--- config.mk ---
export PLATFORM = sky130hd
export DESIGN_NAME = muldiv_seq
export DESIGN_NICKNAME = d
export VERILOG_FILES = /design/src/rtl/muldiv_seq.sv
export SDC_FILE = /design/constraint.sdc
export NUM_CORES = 1
export LEC_CHECK = 0
export ABC_AREA = 1
export CAP_MARGIN = 30
export CORE_MARGIN = 8
export CORE_UTILIZATION = 42
export DETAILED_ROUTE_END_ITERATION = 16
export PLACE_DENSITY_LB_ADDON = 0.25
export SLEW_MARGIN = 10
export SYNTH_ARGS = -nofsm -noshare
export SYNTH_HDL_FRONTEND = slang
export SYNTH_SLANG_ARGS = --single-unit
--- constraint.sdc ---
create_clock -name clk -period 4.1 [get_ports clk]
set_clock_uncertainty 0.2 [all_clocks]
set_input_delay 0.41 -clock clk [delete_from_list [all_inputs] [get_ports clk]]
set_output_delay 0.41 -clock clk [all_outputs]
set_load 0.02 [all_outputs]
--- src/rtl/muldiv_seq.sv ---
// Sequential 32-bit unsigned multiplier / signed divider with IDLE-BUSY-DONE handshake.
// The first BUSY cycle prepares operand magnitudes; ITER iteration cycles follow.
module muldiv_seq #(
    parameter int ITER = 32
) (
    input  logic        clk,
    input  logic        rst,
    input  logic        start,
    input  logic        cancel,
    input  logic [4:0]  operation,
    input  logic [31:0] Op1,
    input  logic [31:0] Op2,
    output logic [31:0] HI,
    output logic [31:0] LO,
    output logic        busy,
    output logic        done,
    output logic        Stall,
    output logic        div_by_zero
);
    localparam int CW = (ITER > 1) ? $clog2(ITER) : 1;
    localparam logic [4:0] OP_MULTU = 5'h0F;
    localparam logic [4:0] OP_DIV   = 5'h10;

    typedef enum logic [1:0] {IDLE, BUSY, DONE} state_t;

    state_t        state;
    logic [CW-1:0] cnt;
    logic          prep;
    logic          is_div;
    logic [31:0]   op_a, op_b;
    logic [32:0]   acc;
    logic [31:0]   lo_q;
    logic [31:0]   dvs;

    logic          supported;
    logic [32:0]   nxt_acc;
    logic [31:0]   nxt_lo;
    logic [32:0]   shifted;
    logic [32:0]   sum;
    logic [31:0]   res_hi, res_lo;
    logic          res_dz;

    assign supported = (operation == OP_MULTU) || (operation == OP_DIV);
    assign Stall     = ~rst & ((state == BUSY) | ((state == IDLE) & start & supported));
    assign busy      = (state != IDLE);

    // One shift-add (multiply) or one restoring step (divide) per cycle.
    always_comb begin
        nxt_acc = acc;
        nxt_lo  = lo_q;
        shifted = {acc[31:0], lo_q[31]};
        sum     = {1'b0, acc[31:0]} + (lo_q[0] ? {1'b0, dvs} : 33'd0);
        if (is_div) begin
            if (shifted >= {1'b0, dvs}) begin
                nxt_acc = shifted - {1'b0, dvs};
                nxt_lo  = {lo_q[30:0], 1'b1};
            end else begin
                nxt_acc = shifted;
                nxt_lo  = {lo_q[30:0], 1'b0};
            end
        end else begin
            nxt_acc = {1'b0, sum[32:1]};
            nxt_lo  = {sum[0], lo_q[31:1]};
        end
    end

    // Final result from the last iteration; divide results are sign-corrected here.
    always_comb begin
        res_hi = nxt_acc[31:0];
        res_lo = nxt_lo;
        res_dz = 1'b0;
        if (is_div) begin
            if (op_b == 32'd0) begin
                res_hi = op_a;
                res_lo = 32'hFFFF_FFFF;
                res_dz = 1'b1;
            end else begin
                res_lo = (op_a[31] ^ op_b[31]) ? -nxt_lo : nxt_lo;
                res_hi = op_a[31] ? -nxt_acc[31:0] : nxt_acc[31:0];
            end
        end
    end

    always_ff @(posedge clk) begin
        if (rst) begin
            state       <= IDLE;
            cnt         <= '0;
            prep        <= 1'b0;
            is_div      <= 1'b0;
            op_a        <= '0;
            op_b        <= '0;
            acc         <= '0;
            lo_q        <= '0;
            dvs         <= '0;
            HI          <= '0;
            LO          <= '0;
            done        <= 1'b0;
            div_by_zero <= 1'b0;
        end else begin
            case (state)
                IDLE: begin
                    done        <= 1'b0;
                    div_by_zero <= 1'b0;
                    if (start && supported) begin
                        state  <= BUSY;
                        cnt    <= '0;
                        prep   <= 1'b1;
                        is_div <= (operation == OP_DIV);
                        op_a   <= Op1;
                        op_b   <= Op2;
                    end
                end
                BUSY: begin
                    if (cancel) begin
                        state <= IDLE;
                        prep  <= 1'b0;
                    end else if (prep) begin
                        prep <= 1'b0;
                        acc  <= '0;
                        lo_q <= (is_div && op_a[31]) ? -op_a : op_a;
                        dvs  <= (is_div && op_b[31]) ? -op_b : op_b;
                    end else begin
                        acc  <= nxt_acc;
                        lo_q <= nxt_lo;
                        cnt  <= cnt + 1'b1;
                        if (cnt == CW'(ITER - 1)) begin
                            state       <= DONE;
                            HI          <= res_hi;
                            LO          <= res_lo;
                            done        <= 1'b1;
                            div_by_zero <= res_dz;
                        end
                    end
                end
                default: begin
                    state       <= IDLE;
                    done        <= 1'b0;
                    div_by_zero <= 1'b0;
                end
            endcase
        end
    end
endmodule

Word level (Yosys, flattened, before mapping)
Index checks and enable logic that the tools add are counted.
- flip-flop bits (word level): 235
- input bits: 73
- output and inout bits: 68
- logic and storage cells: 84
- add/sub/neg operators: 7
- magnitude comparators: 1
- equal/unequal tests: 9
- multiplexer cells: 28
- bitwise logic cells: 9
- reduce and logical (&&, ||, !) cells: 17
- operator list (operator ; number):
    $mux 32 ; 14
    $neg 32->32 ; 4
    $add 32x32->33 ; 1
    $ge 33x32->1 ; 1
    $logic_not 32->1 ; 1
    $sub 32x32->32 ; 1
    $mux 5 ; 3
    $eq 5x5->1 const B ; 2
    $pmux 5 s2 ; 1
    $reduce_and 3->1 ; 3
    $mux 2 ; 4
    $reduce_and 4->1 ; 2
    $reduce_and 2->1 ; 3
    $add 5x1->5 const B ; 1
    $eq 5x4->1 const B ; 1
    $mux 1 ; 4
    $ne 2x2->1 const B ; 2
    $not 1->1 ; 4
    $pmux 2 s2 ; 1
    $reduce_bool 2->1 ; 2
    $and 1x1->1 ; 3
    $logic_and 1x1->1 ; 3
    $ne 3x2->1 const B ; 1
    $ne 3x3->1 const B ; 1
    8 further kinds ; 8

Logic depth before layout (Yosys ltp)
- word-level depth: 7
- gate-level depth with buffers: 30
- depth with buffers taken out: 29

Worst setup path before layout
OpenSTA, ideal clock, no wires.
- kind: register to register
- from: reg acc[1]
- to: reg LO[30]
- library setup time: 116 ps
- arrival time: 3436 ps
- path slack: 347 ps
- stages on the path, launching flop included: 27
- clock period less this slack: 3753 ps
- cells stage by stage: dfxtp_1 > ha_1 > buf_2 > nand2_2 > nand2_1 > nand2_1 > nand2_1 > nand2_1 > nand3_2 > nand2_4 > nand2_4 > nand3_4 > nand2_4 > nand2_1 > o21ai_0 > inv_1 > ha_1 > inv_1 > nor3_2 > nand4_1 > nor4_4 > a41oi_1 > nor2_1 > o21ai_1 > a21oi_1 > o21ai_1 > o211a_1
- cells in the longest elaborated chain, start to end: 7
- RTL lines (element ; line ; RTL):
    start, declared ; 31 ; logic [32:0] acc;
    start signal, assigned ; 123 ; acc <= nxt_acc;
    $ge 33x32->1 ; 54 ; if (shifted >= {1'b0, dvs}) begin
    $mux 1 ; 54 ;
    $mux 32 ; 53 ; if (is_div) begin
    $neg 32->32 ; 78 ; res_lo = (op_a[31] ^ op_b[31]) ? -nxt_lo : nxt_lo;
    $mux 32 ; 78 ;
    $mux 32 ; 73 ; if (op_b == 32'd0) begin
    $mux 32 ; 72 ; if (is_div) begin
    end signal, assigned ; 129 ; LO <= res_lo;
    end, declared ; 14 ; output logic [31:0] LO,
No other way between the ends.
A chain may end at the register's enable or synchronous reset.

Final worst setup path
- from: reg lo_q[0]
- to: reg HI[29]
- cells in the longest elaborated chain, start to end: 7
- RTL lines (element ; line ; RTL):
    start, declared ; 32 ; logic [31:0] lo_q;
    start signal, assigned ; 120 ; lo_q <= (is_div && op_a[31]) ? -op_a : op_a;
    start signal, assigned ; 124 ; lo_q <= nxt_lo;
    $mux 32 * ; 52 ; sum = {1'b0, acc[31:0]} + (lo_q[0] ? {1'b0, dvs} : 33'd0);
    $add 32x32->33 * ; 52 ;
    $mux 32 * ; 53 ;
    $neg 32->32 ; 79 ; res_hi = op_a[31] ? -nxt_acc[31:0] : nxt_acc[31:0];
    $mux 32 ; 79 ;
    $mux 32 ; 73 ;
    $mux 32 * ; 72 ;
    end signal, assigned ; 128 ; HI <= res_hi;
    end, declared ; 13 ; output logic [31:0] HI,
Mark *: on every way between the ends. The rest lies on a longest branch, timed or not.

==> out/results.ini <==
[global_route]
gr-total-overflow=0
grt_max_degree=93
grt_use_total_pct=28.4
grt_pass1_vias=19700
antenna_found_initial=1
grt_pass1_wl_um=113000

[timing]
grt_setup_unrepaired=yes
worst_slew_pin_slew_ps=982
setup_viol=0
final_hold_viol_count=0
fmax_mhz=255
setup_tns_ps=0
maxSlewHeadroom_pct=34.5
drv_slew=0
period_needed_ps=3920
finalCritPeriodShare_pct=95.7
fin_hold_ws_ps=160

[synth]
yosys.area.top_type=dfxtp_1
yosys-top-cells-area=dfxtp_1 26%, nand2_1 14%, a21oi_1 9.0%, inv_1 8.9%, o21ai_0 7.0%
synth_nets=3097
ys_async_sr_fraction_pct=0
syn_inst=2952
avgSynthCellArea_um2=6.12
synth_common_cells=693 x nand2_1, 427 x inv_1, 325 x a21oi_1
synth.cell_area_um2=18100
synth_top_flop_cell=dfxtp_1
seq_area_frac_synth_pct=26.0
synth_edf_count=0
yosysUniqueCellTypes=53
yosys_warnings=0
synthMostInstantiatedCell=nand2_1
synth_top_area_share_pct=26.0
synth-seq-cells=235

[setup_path]
crit_type=flop to flop
crit_start=lo_q[0]
cp-end-kind=flop
worstPathRequired_ps=4370
crit_fanout=17
reg2reg_from=lo_q[0]
arrival_ps=4190
start_kind=flop

[placement]
place_area_um2=21200
port_buffers=140
place_congestion=0.977
dp_hpwl_um=58900

[clocking]
clk_pin_slew_worst_paths_ps=70
numClockSinks=235
cts_tree=done
cts_buffer_depth=3
cts_buffers=29
clock_latency_ps=610
cts_max_level=1
cts-root-buf=clkbuf_16

[routing]
routed_wl_um=74000
antenna_left=0
post_drt_wl_per_cell_um=19.5
drt-initial-drc-count=2130
num_vias=20900
drt_drc_violations_left=0
vias_per_cell=5.53
drt_first_pass_iters=8

[worst_hold_path]
holdCritPathClass=primary input to flop
hold_path.startpoint=Op2[16]

[cells_and_area]
post_route_cells_drive_above_1_share_pct=14.9
fin_nets=3360
diodes=0
area_growth_pct=26.7
nFillCells=4396
design_area_um2=22900

[floorplanning]
std_cell_rows=76
core_um2=42800
die_w_um=223
start_util_pct=42.2
io_pins=141
die_y_um=223
die_area_um2=49900

[pwr]
powerDensity_nw_per_um2=244
p_leak_nw=11.0
irDropWorstVdd_mv=0.304

[run]
drv_cap=0

[run_status]
outcome=completed

sequential cells by signal, summed over array words and instances (netlist names):
| name | count |
|---|---|
| HI | 32 |
| LO | 32 |
| acc | 32 |
| dvs | 32 |
| lo_q | 32 |
| op_a | 32 |
| op_b | 32 |
| cnt | 5 |
| state | 2 |
| div_by_zero | 1 |
| done | 1 |
| is_div | 1 |
| prep | 1 |
placed cells by master, fill, tap and decap left out, drive strengths merged, types with 3 or more instances in the layout:
cell type,count
nand3,206
nand2,707
bufinv,4
o21ai,276
or2,9
nor4,11
inv,437
o211ai,36
xnor2,8
dfxtp,235
nand4,61
buf,220
o21bai,9
nor2,241
clkinv,12
a21oi,326
o221ai,15
clkinvlp,3
o31ai,5
ha,70
nand3b,17
clkbuf,38
a31oi,23
nor3,41
xor2,62
clkdlybuf4s50,139
a221oi,3
and2,6
power breakdown:
group	switching, W	internal [W]	total, W	leakage, nW
registers	0.0000152	0.00230	0.00231	1.91
clock network	0.00115	0.00164	0.00279	0.491
logic	0.000307	0.000168	0.000475	8.62
total	0.00147	0.00410	0.00557	11.0
final timing paths:
check	slack (ps)	end	cells past startpoint
worst max-delay path	180	HI[29]	24
worst min-delay path	160	op_b[16]	3
worst max register to register	180	HI[29]	24
worst min register to register	270	lo_q[7]	2
kinds of logic after synthesis:
logic type | Yosys count | share of synthesized area, %
flops | 235 | 26.0
xor+xnor | 70 | 3.39
buf+inv | 568 | 12.3
simple gates | 1303 | 32.2
fa+ha+maj | 72 | 5.07
compound gates | 704 | 20.9
critical path, stage by stage, from the launching register on:
cell     delay (ps)
dfxtp_2         360
buf_6           170
buf_4           190
nand2_1         100
inv_1            50
ha_1            380
nand2_2         140
nor2_1          200
nand2_1          80
inv_1           140
nand3_1         260
nand3_1         140
nand2_1          50
nand3_1         180
nand3_2         160
nor2_1          170
nand2_1         100
nor2_1          110
nand2_1          50
nand2_1          70
nand3_1         110
nand2_1          80
nand3_1         120
nand2_1         100
a21oi_1          50
per-stage QoR:
step,worst slack (ps),power (W),instances,utilization (%)
floorplan,347,0.00264,2952,-
global placement,-223,0.00282,3723,49.6
detailed placement,-119,0.00283,3723,49.6
CTS,1.72,0.00560,3778,52.0
global route,-49.5,0.00574,3784,53.5
finish,176,0.00557,3784,53.5
area by class of cell:
cell class,instances,area (um2),area share [%]
inverters,440,1660,7.23
multi-input cells,2149,11700,51.2
clock inverters,16,218,0.951
flip-flops and latches,235,4730,20.7
repair buffers,360,3070,13.4
well taps,546,683,2.99
clock buffers,38,800,3.49
routing by layer:
| metal | share of wire [%] | vias up | GRT usage (%) |
|---|---|---|---|
| li1 | - | 10200 | - |
| met1 | 46 | 9728 | 39.7 |
| met2 | 43 | 840 | 44.0 |
| met3 | 8.1 | 140 | 4.86 |
| met4 | 3.4 | 0 | 8.86 |
| met5 | 0 | - | 0 |
timing repair:
item	in CTS	in global routing
endpoints found under the hold margin	2	0
setup buffers	0	6
setup endpoints to repair	11	31
gates resized for setup	4	137
hold buffers	1	0
pin swaps	2	19
Power figures use the tool's default switching activity.
